<file path="config.mk">
export PLATFORM = sky130hd
export DESIGN_NAME = branch_history_unit
export DESIGN_NICKNAME = d
export VERILOG_FILES = /design/src/rtl/branch_history_unit.sv
export SDC_FILE = /design/constraint.sdc
export NUM_CORES = 1
export LEC_CHECK = 0
export CAP_MARGIN = 10
export CORE_MARGIN = 8
export CORE_UTILIZATION = 31
export DETAILED_ROUTE_END_ITERATION = 8
export DONT_BUFFER_PORTS = 1
export PLACE_DENSITY_LB_ADDON = 0.1
export SYNTH_ARGS = -nofsm -noshare
export SYNTH_HDL_FRONTEND = slang
export SYNTH_SLANG_ARGS = --single-unit
</file>
<file path="constraint.sdc">
create_clock -name clk -period 3.5 [get_ports clk]
set_input_delay 0.35 -clock clk [delete_from_list [all_inputs] [get_ports clk]]
set_output_delay 0.35 -clock clk [all_outputs]
set_load 0.02 [all_outputs]
</file>
<file path="src/rtl/branch_history_unit.sv">
// rtl/branch_history_unit.sv - gshare index generation, in-flight branch FIFO and global history recovery
// Optional BHU_PERF_CNT_EN adds br_cnt/mis_cnt resolve and mispredict counters.
module branch_history_unit #(
    parameter int HIST_W = 10,
    parameter int DEPTH  = 4
) (
    input  logic                       clk,
    input  logic                       rst,
    input  logic                       fetch_valid,
    input  logic [31:0]                fetch_pc,
    input  logic                       fetch_predict,
    output logic [HIST_W-1:0]          pred_index,
    output logic                       fetch_ready,
    input  logic                       resolve_valid,
    input  logic                       resolve_taken,
    output logic                       upd_valid,
    output logic [HIST_W-1:0]          upd_index,
    output logic                       upd_taken,
    output logic                       mispredict,
    output logic [$clog2(DEPTH):0]     inflight
`ifdef BHU_PERF_CNT_EN
    ,
    output logic [15:0]                br_cnt,
    output logic [15:0]                mis_cnt
`endif
);

    localparam int PTR_W = $clog2(DEPTH);
    localparam int CNT_W = PTR_W + 1;

    logic [HIST_W-1:0] spec_ghr;
    logic [HIST_W-1:0] arch_ghr;
    logic [HIST_W-1:0] arch_next;
    logic [HIST_W-1:0] idx_mem  [DEPTH];
    logic              pred_mem [DEPTH];
    logic [PTR_W-1:0]  head;
    logic [PTR_W-1:0]  tail;
    logic [CNT_W-1:0]  count;

    logic do_resolve;
    logic mis_now;
    logic accept;
    logic unused_pc_bits;

    assign unused_pc_bits = ^{fetch_pc[31:HIST_W+2], fetch_pc[1:0]};

    assign pred_index  = fetch_pc[HIST_W+1:2] ^ spec_ghr;
    assign do_resolve  = resolve_valid & (count != '0);
    assign mis_now     = do_resolve & (pred_mem[head] != resolve_taken);
    assign fetch_ready = (count < CNT_W'(DEPTH)) & ~mis_now;
    assign accept      = fetch_valid & fetch_ready;
    assign arch_next   = {arch_ghr[HIST_W-2:0], resolve_taken};
    assign inflight    = count;

    // Entry storage carries no reset; only slots between head and tail are ever read.
    always_ff @(posedge clk) begin
        if (accept) begin
            idx_mem[tail]  <= pred_index;
            pred_mem[tail] <= fetch_predict;
        end
    end

    always_ff @(posedge clk) begin
        if (rst) begin
            spec_ghr   <= '0;
            arch_ghr   <= '0;
            head       <= '0;
            tail       <= '0;
            count      <= '0;
            upd_valid  <= 1'b0;
            upd_index  <= '0;
            upd_taken  <= 1'b0;
            mispredict <= 1'b0;
        end else begin
            upd_valid  <= do_resolve;
            mispredict <= mis_now;
            if (do_resolve) begin
                upd_index <= idx_mem[head];
                upd_taken <= resolve_taken;
                arch_ghr  <= arch_next;
            end
            if (mis_now) begin
                // Everything younger than the resolved branch is wrong-path; restart from architectural history.
                head     <= '0;
                tail     <= '0;
                count    <= '0;
                spec_ghr <= arch_next;
            end else begin
                if (accept) begin
                    tail     <= tail + 1'b1;
                    spec_ghr <= {spec_ghr[HIST_W-2:0], fetch_predict};
                end
                if (do_resolve) begin
                    head <= head + 1'b1;
                end
                case ({accept, do_resolve})
                    2'b10:   count <= count + 1'b1;
                    2'b01:   count <= count - 1'b1;
                    default: count <= count;
                endcase
            end
        end
    end

`ifdef BHU_PERF_CNT_EN
    always_ff @(posedge clk) begin
        if (rst) begin
            br_cnt  <= '0;
            mis_cnt <= '0;
        end else begin
            if (do_resolve && (br_cnt != 16'hFFFF)) begin
                br_cnt <= br_cnt + 16'd1;
            end
            if (mis_now && (mis_cnt != 16'hFFFF)) begin
                mis_cnt <= mis_cnt + 16'd1;
            end
        end
    end
`endif

endmodule

</file>
==> summary.md, run 1 <==
The distinct cell type count of the synthesized netlist came out at 30. Number of warning messages in the yosys log: 0. For the final core utilization, the log shows 0.347.

The top cell types in the final layout, fill and taps aside, are nand2_1 (44), edfxtp_1 (44), dfxtp_1 (40), a21oi_1 (24), nor3_1 (14). The startpoint identified for the worst register-to-register timing path is pred_mem[3]. The proportion of netlist area held by the largest area contributor is 0.391, and the via count of the first global-routing pass is 1964.

The total power per unit cell area works out to 782 nW/um2. The clock sink count is 84, and the quantity of I/O buffers inserted on ports is 0. In this run the standard cell core region covers 10700 um2.

After detailed routing, the average wire length per cell comes to 17.8 um. The switching part of the total power is 0.348, and the number of maximum-capacitance violations is 0. By startpoint and endpoint, the worst setup path is classified as flop to flop.

TritonCTS built the clock tree. The path class of the tightest hold or removal check is primary input to flop. The deepest clock path buffer count was 2.

The run gives 0 as the final count of negative-setup-slack endpoints. Ranked by total cell area, the synthesized netlist is headed by edfxtp_1 (39%), dfxtp_1 (24%), mux4_2 (7.3%). The peak supply drop was 0.314 mV; the source-to-sink clock delay at the later pin of the worst-skew pair was 0.36 ns.

The path with the worst hold slack has its endpoint at upd_index[6]. In the final timing run, aggregate negative setup slack is 0 ns. The slew at the pin closest to its max-slew limit is 0.880 ns, and the share of power burned in registers is 0.512. Internal power comes to 1.90 mW.

Clock-pin slew was measured on the worst setup and hold paths at 0.09 ns. Summed over all nets, the half-perimeter wirelength after detailed placement is 4640 um. The area added between synthesis and finish came out at 10.4%. In this run the critical register-to-register path is captured at inflight[2].

For the sequential fraction of the synthesis area, the log shows 0.629. At the end of the flow, the number of nets in the layout was 307. The number of resized instances in the post-cts repair step is 0, and the relative contribution of the clock network to total power is 0.229. After detailed routing, the number of remaining DRC violations is 0. The share of the cycle needed by the critical path after routing works out to 0.723. The data arrival at the endpoint of the critical path was 2.77 ns; the mean post-synth cell area was 13.0 um2.

The logs give 0.105 for the global-route usage over all layers and 14500 um2 for the overall die area. The final route contains 1860 vias. The repair_antennas step left the layout with diodes totalling 0. Derived from the worst setup path, the maximum achievable clock frequency is 395 MHz. Cell depth of the worst min-delay path: 1.

At the end of routability-driven placement, the weighted congestion stood at 0.687. The die is 120 um tall. The tools report the startpoint type of the worst setup path as a flop. The cts-stage hold buffer count came out at 0. The maximum fanout count along the critical path was 3.

For the worst flop-to-flop path, the logic depth is 11. Summed over all nets, the switching power comes to 1.01 mW. The global-route wire length before repair came out at 11300 um. The tools report the clock tree root driver cell as clkbuf_8.

The synthesized design contains 84 register bits. The logs give 0 for the initial antenna violation count and 0 for the total count of max-transition violations in the final report. The number of H-tree levels was 3.

The clock arrives with 0.0172 ns of skew. For the worst setup path, the data required time is 3.74 ns. The smallest clock period supported by the final layout is computed as 2.53 ns. The buffer count from post-CTS setup fixing is 0, and the width of the die is 120 um. The flow ran to the end, and the final reports show no timing, DRC or antenna violations. The worst setup path is captured at a flop.

Count of nets left with antenna violations after detail routing: 0. Total power for the finished layout comes to 2.92 mW. In this run the register-to-register setup slack is 0.97 ns. The worst hold slack after final layout is 0.0675 ns, and the I/O pin total is 65. The first routing iteration left 110 violations.

For the instance count of the mapped netlist, the log shows 260. Row generation in the floorplan step produced 38 rows. Share of total power in combinational logic: 0.259. The remaining max-slew budget at the tightest pin was 0.412; the total CTS buffers was 9. The first detailed-routing pass took 4 iterations.

The tools report the start point of the worst hold path as rst. In this run the static leakage power is 1.26 nW. The cell type with the highest aggregate area in the netlist is edfxtp_1.

The number of failing hold endpoints at the final stage came out at 0. In this run the cell area of the synthesized design comes to 3380 um2. Entering global routing, the biggest net connects 40 pins. The ratio of cells with drive above 1 in the final layout is 0.172. The starting density of the core was 0.314; the total grt overflow was 0.

For this block, the routed nets add up to 7270 um of wire. Setup repair after global routing left no endpoint under its margin. Dividing the detail-routed via count by the number of cells gives 4.56. The number of nets handed over by synthesis was 304.
## worst max path at each step
stage / startpoint / endpoint / slack (ns) / cells past startpoint
after floorplan: flop / inflight[2] / 0.80 / 13
after global placement: flop / inflight[2] / 0.95 / 11
after detailed placement: pred_mem[3] / inflight[2] / 0.95 / 11
after CTS: pred_mem[3] / fetch_ready / 0.92 / 5
after global routing: pred_mem[3] / inflight[2] / 0.81 / 11
final: pred_mem[3] / inflight[2] / 0.97 / 11
## critical path, cell delays in order (launching register included)
cell	delay [ns]
edfxtp_1	0.37
mux4_2	0.55
xnor2_2	0.17
or2_1	0.23
nand2_1	0.07
ha_1	0.17
inv_1	0.06
fa_1	0.37
xor2_1	0.15
nor2_1	0.11
xnor2_1	0.13
nor3_1	0.06
## power groups by stage
stage                     Sequential, mW  Combinational (mW)  Clock (mW)
after floorplan                     1.45               0.626           0
after global placement              1.52               0.772           0
after detailed placement            1.53               0.775           0
after CTS                           1.50               0.778       0.690
after global routing                1.52               0.845       0.732
final                               1.49               0.755       0.668
## synthesized netlist by cell type
| cell | count |
|---|---|
| mux4_2 | 11 |
| fa_1 | 1 |
| and3_1 | 4 |
| o21ai_0 | 1 |
| nor2_1 | 9 |
| a21oi_1 | 24 |
| dfxtp_1 | 40 |
| mux2_2 | 1 |
| clkbuf_1 | 10 |
| nand4b_1 | 1 |
| xnor2_1 | 2 |
| buf_4 | 1 |
| ha_1 | 5 |
| nand2_1 | 44 |
| nor3_1 | 14 |
| or2_1 | 1 |
| a211oi_1 | 1 |
| buf_1 | 1 |
| nor2b_1 | 1 |
| nand3b_1 | 1 |
| buf_2 | 3 |
| a31oi_1 | 1 |
| o31ai_2 | 1 |
| mux2i_1 | 9 |
| buf_6 | 2 |
| inv_1 | 6 |
| xor2_1 | 12 |
| edfxtp_1 | 44 |
| a211oi_2 | 8 |
| xnor2_2 | 1 |
## layout make-up
| cell class | count | area [um2] |
|---|---|---|
| inverters | 6 | 22.5 |
| repair buffers | 9 | 67.6 |
| well taps | 140 | 175 |
| flip-flops and latches | 84 | 2120 |
| clock buffers | 11 | 131 |
| clock inverters | 5 | 52.6 |
| multi-input cells | 153 | 1160 |
| fillers | 1095 | 7020 |
## state kept, by name (all words and copies together) (netlist names), 2 cells and up, named ones only
register   flops
arch_ghr       9
head           2
idx_mem       40
inflight       3
pred_mem       4
spec_ghr      10
tail           2
upd_index     10
## kinds of logic after synthesis
family,synth area share
adder cells (fa/ha/maj),0.0245
multiplexers,0.103
AND/OR/NAND/NOR,0.0956
buffers and inverters,0.0322
flip-flops,0.629
XOR/XNOR,0.0411
AO/OA/AOI/OAI,0.0745
## through the flow
stage | worst slack, ns | std cells | cell area, um2
floorplan | 0.803 | 260 | 3380
global placement | 0.948 | 392 | 3540
detailed placement | 0.952 | 392 | 3540
CTS | 0.916 | 408 | 3730
global route | 0.808 | 408 | 3730
finish | 0.970 | 408 | 3730
## routing by layer
layer  share of wire  up-vias  routed length, um  track usage
met4           0.017        0                121       0.0468
li1                -      929                  -            -
met3           0.052        9                379       0.0345
met2            0.47       30               3400        0.169
met5               0        -                  0            0
met1            0.46      892               3370        0.126
(Power assumes the default switching activity.)
==> run 2: changes to the inputs <==
Clock period 3.5 ns to 2.4 ns, I/O delays scaled along.
==> run 2 against run 1 <==
Compared with the run above: the flow now finishes with violations (setup timing); core utilization is 2.0 points higher; die area unchanged; critical path depth is the same; maximum frequency increased by 2.9%.
==> summary.md, run 2 (synthesis gave the netlist of run 1 again) <==
The via count of the first global-routing pass is 2028. Derived from the worst setup path, the maximum achievable clock frequency is 407 MHz. On the final layout, the worst clock skew is 0.0152 ns. The checks that failed: setup timing. The final count of negative-setup-slack endpoints is 1, and the number of remaining DRC errors is 0.

The overall die area was 14500 um2; the remaining max-slew budget at the tightest pin was 0.478. The clock period minus worst slack works out to 2.46 ns. Counting cells, the worst reg-to-reg path comes to 11. Summing over every cut layer, the via total after detailed routing is 1936.

At the worst endpoint, the arrival time is 2.70 ns. The tightest hold path in the finished design has a slack of 0.0325 ns. The count of nets left with antenna violations once routing finished came out at 0. The number of maximum-capacitance violations is 0, and the antenna cell count is 0. For the worst-skew pair, the clock arrives at the later sink with an insertion delay of 0.35 ns. For this run the aggregate overflow at the end of global routing stands at 0. The quantity of I/O buffers inserted on ports was 0. The logs give 40 for the largest net degree at the start of global routing and 7550 um for the total wire length after detailed routing.

The tree is rooted in a clkbuf_8. After detailed placement, the total cell area comes to 3680 um2. The area of the core was 10700 um2. The tightest min-delay check is of the primary input to flop type. The tools report the number of H-tree levels as 3. The run gives -0.0585 ns as the total negative slack. After clock tree synthesis, the clock-pin slew on the worst setup and hold paths is 0.09 ns. The slew at the pin closest to its max-slew limit is 0.781 ns, and the detailed placer's ending HPWL is 4940 um. The number of DRC markers in iteration 0 is 78, and the first-pass iteration count of the detailed router is 4. For the number of fill cells in the layout, the log shows 1086. TritonCTS built the clock tree.

The tools report the post-layout worst setup margin as -0.0585 ns. The library cell used most frequently in the layout, excluding fill and tap cells, is edfxtp_1. The run gives 0 as the total count of max-transition violations in the final report. The startpoint type of the worst setup path was a flop. The total instance count after detailed placement is 400, and the register-to-register setup slack is -0.06 ns. Pin placement for this block handled 65 I/O pins. The largest registers in the layout are idx_mem: 40 flops, spec_ghr: 10 flops, upd_index: 10 flops. Prior to clock tree synthesis, the placed netlist has a worst setup slack of -0.133 ns. Setup repair after global routing could not meet its margin everywhere. For this run, the post-layout net count is 318. The die outline height works out to 120 um. The analysis attributes to cell leakage a power of 1.35 nW.

The worst setup path category is flop to flop. The number of cell rows was 38; the share of the cycle needed by the critical path after routing was 1.02. The number of failing hold endpoints at the final stage is 0. Traced cell by cell, the critical path runs through mux4_2 > xnor2_2 > or2_1 > nand2_4 > ha_4 > inv_2 > fa_2 > xor2_1 > nor2_1 > xnor2_1 > nor3_1. For the worst setup path, the data required time is 2.64 ns.

The largest register by flop count is idx_mem. End point of the most critical hold path: arch_ghr[0]. The global-route usage over all layers is 0.112. The total CTS buffers was 9; the post-route cell area was 3940 um2. The average detailed-routed wire length per instance came out at 18.0 um. Along the worst hold path, the cell count comes to 2. The flip-flop count of the largest register, all copies and words added is 40. The library cells used most frequently in the layout, excluding fill and tap cells, are edfxtp_1 (44), nand2_1 (43), dfxtp_1 (39), a21oi_1 (24). In the routed layout, each cell is associated on average with a via count of 4.62. The maximum fanout count along the critical path was 2; the clock sink count was 84. The library cell contributing the largest single delay on the critical path is mux4_2. IR analysis of the VDD net gives a maximum drop of 0.394 mV.

The initial antenna violation count was 0. Power spread over the standard cell area amounts to 1160 nW/um2. The width of the die was 120 um; the starting density of the core was 0.314.

The origin of the critical flop-to-flop path was pred_mem[0]. Leaving out filler cells and counting taps, the final layout contains 419. The ratio of cells with drive above 1 in the final layout works out to 0.222. The deepest clock path buffer count is 2. The tools report the last weighted congestion value of the routability-driven placer as 0.673. The area added between synthesis and finish works out to 16.8%. STA classifies the critical path endpoint as a flop. In this run the most critical hold path is launched from resolve_taken.

Capture point of the worst reg-to-reg path: inflight[2]. On the worst path, the slowest cell contributes a delay of 0.53 ns. The first global-routing pass estimated 12200 um of wire. The flow ran to the end, but the final reports show violations.
run 2: routing by layer:
layer | wire (um) | track usage | up-vias
met5 | 0 | 0 | -
met4 | 97 | 0.0492 | 0
met2 | 3490 | 0.168 | 37
li1 | - | - | 959
met3 | 416 | 0.0331 | 9
met1 | 3550 | 0.146 | 931
run 2: final cells by class:
class / count / area, um2 / share of cell area
Sequential cell: 84 / 2120 / 0.539
Multi-Input combinational cell: 153 / 1190 / 0.301
Timing Repair Buffer: 20 / 215 / 0.0546
Tap cell: 140 / 175 / 0.0444
Clock buffer: 12 / 145 / 0.0368
Clock inverter: 4 / 73.8 / 0.0187
Inverter: 6 / 22.5 / 0.00571
run 2: worst max-delay path by stage:
stage / from / end / slack, ns / cells after the start
floorplan: pred_mem[3] / inflight[2] / -0.26 / 13
global placement: pred_mem[3] / inflight[2] / -0.14 / 11
detailed placement: pred_mem[3] / inflight[2] / -0.13 / 11
CTS: pred_mem[0] / inflight[2] / -0.07 / 11
global route: pred_mem[0] / inflight[2] / -0.14 / 11
finish: pred_mem[0] / inflight[2] / -0.06 / 11
run 2: what timing repair did:
item,in CTS,in global routing
setup buffers,0,1
pin swaps,8,1
hold endpoints to repair,44,0
hold buffers,2,0
gates resized for setup,1,1
setup endpoints to repair,3,3
run 2: critical path: cells and delay by family (launching register included):
kind | cells | cell delay, ns
muxes | 1 | 0.53
adders and majority gates | 2 | 0.45
DFF | 1 | 0.37
xor gates and xnor gates | 3 | 0.45
buffers and inverters | 1 | 0.03
and+or+nand+nor | 4 | 0.51
run 2: through the flow:
stage | util | power, mW
3_3_place_gp | 0.342 | 3.49
5_1_grt | 0.367 | 4.87
3_5_place_dp | 0.342 | 3.50
2_1_floorplan | - | 3.05
6_report | 0.367 | 4.58
4_1_cts | 0.366 | 4.65
run 2: power by group:
group	switching, mW	internal, mW
Sequential	0.245	1.88
Clock	0.498	0.616
Combinational	0.793	0.549
Total	1.54	3.04
==> run 3: changes to the inputs <==
Clock period 2.4 ns to 2.3 ns, I/O delays scaled along.
==> run 3 against run 2 <==
Compared with the run above: the flow still finishes with violations (setup timing); final area is 4.3% higher; worst setup slack lost 0.040 ns; sequential cell count unchanged; hold slack worse by 0.0064 ns; core utilization rose by 1.6 points; wire length is 1.7% higher; non-clock buffer count increased by 17; sequential power up 4%; via count grew 5.0%; maximum frequency is 2.5% higher; global-route usage hardly changed; largest power group unchanged.
==> summary.md, run 3 (synthesis gave the netlist of run 1 again) <==
Number of remaining DRC errors: 0. For the pin with the worst max-slew slack, the measured transition is 0.774 ns. The placed instances occupy a cell area of 3680 um2. The non-filler instance count after layout was 436. Counting the buffers created by CTS gives 9. The largest register by flop count was idx_mem. The number of H-tree levels is 3. The final reports fail on setup timing. The number of DRC markers in iteration 0 is 91, and the remaining max-slew budget at the tightest pin is 0.482.

The path class of the tightest hold or removal check is primary input to flop. Clock sink count: 84. After clock tree synthesis, the clock-pin slew on the worst setup and hold paths is 0.08 ns.

Setup repair after global routing could not meet its margin everywhere. The global-route wire length before repair is 12000 um, and the data arrival at the endpoint of the critical path is 2.65 ns. The floorplan has 38 rows. Origin of the critical flop-to-flop path: pred_mem[2]. Width of the die: 120 um. For the number of maximum-capacitance violations, the log shows 0. The number of cells on the worst reg-to-reg path is 11.

Summed over all layers, the global routing overflow is 0. The clock tree root driver cell was clkbuf_8. After the last flow step, the layout net total stands at 335. The antenna cell count came out at 0.

The logs give 7680 um for the total wire length after detailed routing and 2 for the final count of negative-setup-slack endpoints. From synthesis to final layout, the design area changed by 21.8%. The logs give 0.456 for the share of power burned in registers and 417 MHz for the highest clock frequency the design can meet. For the post-layout worst setup margin, the log shows -0.0984 ns.

Total instance count after detailed placement: 401. For the via count of the first global-routing pass, the log shows 2142. The design draws 4.84 mW. The global-route usage over all layers came out at 0.111. The worst setup path is launched from a flop.

The capture point of the worst reg-to-reg path was inflight[2]. The switching part of the total power is 0.332, and the relative contribution of the clock network to total power is 0.240. Post-route cell area: 4110 um2.

Timing analysis after detailed placement gives a worst setup slack of -0.216 ns. Tracing the worst setup path back leads to its startpoint at pred_mem[2]. Subtracting the final worst setup slack from the clock period gives 2.40 ns. The run gives 0 as the count of nets left with antenna violations after detail routing. For the reported net switching power, the log shows 1.61 mW. The overall die area came out at 14500 um2. For the largest net degree at the start of global routing, the log shows 25.

The library cell used most frequently in the layout, excluding fill and tap cells, is edfxtp_1. The detailed placer's ending HPWL is 4930 um. Of all nets on the critical path, the largest fanout is 2.

Pin placement for this block handled 65 I/O pins. The die outline height was 120 um. The area of the core is 10700 um2. The tools report the worst clock skew on the final layout as 0.0120 ns. The number of failing hold endpoints at the final stage is 0, and the deepest clock path buffer count is 2.

For the worst setup path, the data required time is 2.55 ns. Share of the cycle needed by the critical path after routing: 1.04. The overall via count from detail_route was 2033; the vias per cell was 4.66. The starting density of the core was 0.314. Category of the worst setup path capture point: a flop. Source-to-sink clock delay at the later pin of the worst-skew pair: 0.36 ns. The top cell types in the final layout, fill and taps aside, are edfxtp_1 (44), nand2_1 (43), dfxtp_1 (39), a21oi_1 (24), dlygate4sd3_1 (17).

In this run the static leakage power is 1.46 nW. The logs give -0.145 ns for the total negative slack and 4 for the first-pass iteration count of the detailed router. The run finished, with violations left. At the end of routability-driven placement, the weighted congestion stood at 0.672. The total count of max-transition violations in the final report is 0. In this run the worst setup path terminates at inflight[2].

IR analysis of the VDD net gives a maximum drop of 0.594 mV. The flip-flop count of the largest register, all copies and words added was 40. TritonCTS built the clock tree. The internal portion of the total power is 3.23 mW. The largest registers in the layout are idx_mem: 40 flops, spec_ghr: 10 flops, upd_index: 10 flops. The worst setup path category was flop to flop.

Initial antenna violation count: 0. After detailed routing, the average wire length per cell comes to 17.6 um. During placement, the flow inserted port buffers numbering 0. Across all register-to-register paths, the minimum setup slack is -0.1 ns. The ratio of cells with drive above 1 in the final layout is 0.216. The share of total power in combinational logic came out at 0.304. Power spread over the standard cell area amounts to 1180 nW/um2.
-- run 3: cell types whose count changed in the layout (fill, tap and decap cells not counted), sizes merged --
cell,delta
dlygate4sd3,+16
clkinvlp,+1
buf,+1
clkinv,-1
-- run 3: cell type report --
type,instances,area [um2]
well taps,140,175
fillers,1059,6640
repair buffers,37,383
clock inverters,4,72.6
multi-input cells,153,1190
inverters,6,22.5
clock buffers,12,145
flip-flops and latches,84,2120
-- run 3: worst max-delay path, cell delays in order, from the launching register on --
cell      delay (ns)
edfxtp_1        0.38
mux4_2          0.54
xnor2_2         0.16
or2_4           0.24
nand2_4         0.06
ha_4            0.12
inv_2           0.03
fa_2            0.32
xor2_1          0.14
nor2_1          0.11
xnor2_1         0.13
nor3_1          0.05
-- run 3: how the worst min path moves through the flow --
stage | from | end | slack (ns) | cells after the start
after floorplan | fetch_predict | pred_mem[0] | 0.33 | 0
after global placement | rst | spec_ghr[4] | 0.30 | 1
after detailed placement | rst | spec_ghr[4] | 0.31 | 1
after CTS | resolve_taken | spec_ghr[0] | 0.008 | 2
after global routing | resolve_taken | spec_ghr[0] | 0.03 | 2
final | resolve_taken | spec_ghr[0] | 0.03 | 2
-- run 3: per-stage QoR --
stage                     hold WS, ns   util
final                          0.0262  0.383
after global placement          0.305  0.343
after detailed placement        0.305  0.343
after floorplan                 0.329      -
after CTS                     0.00772  0.382
after global routing           0.0320  0.383
-- run 3: power groups by stage --
| stage | combinational [mW] | clock (mW) | sequential, mW |
|---|---|---|---|
| 2_1_floorplan | 0.985 | 0 | 2.20 |
| 3_3_place_gp | 1.40 | 0 | 2.25 |
| 3_5_place_dp | 1.40 | 0 | 2.25 |
| 4_1_cts | 1.49 | 1.20 | 2.22 |
| 5_1_grt | 1.62 | 1.26 | 2.25 |
| 6_report | 1.47 | 1.16 | 2.21 |
-- run 3: timing repair --
item,in CTS,in global routing
setup buffers,0,1
pin swaps,6,0
resized for setup,2,1
endpoints found under the setup margin,3,27
cloned,0,0
endpoints found under the hold margin,44,0
hold buffers,18,0
-- run 3: metal layers --
layer  up-vias  GRT usage  wire length [um]
met2        38      0.175              3610
met4         0     0.0515               129
met5         -          0                 0
li1        984          -                 -
met3        11     0.0401               492
met1      1000      0.134              3440
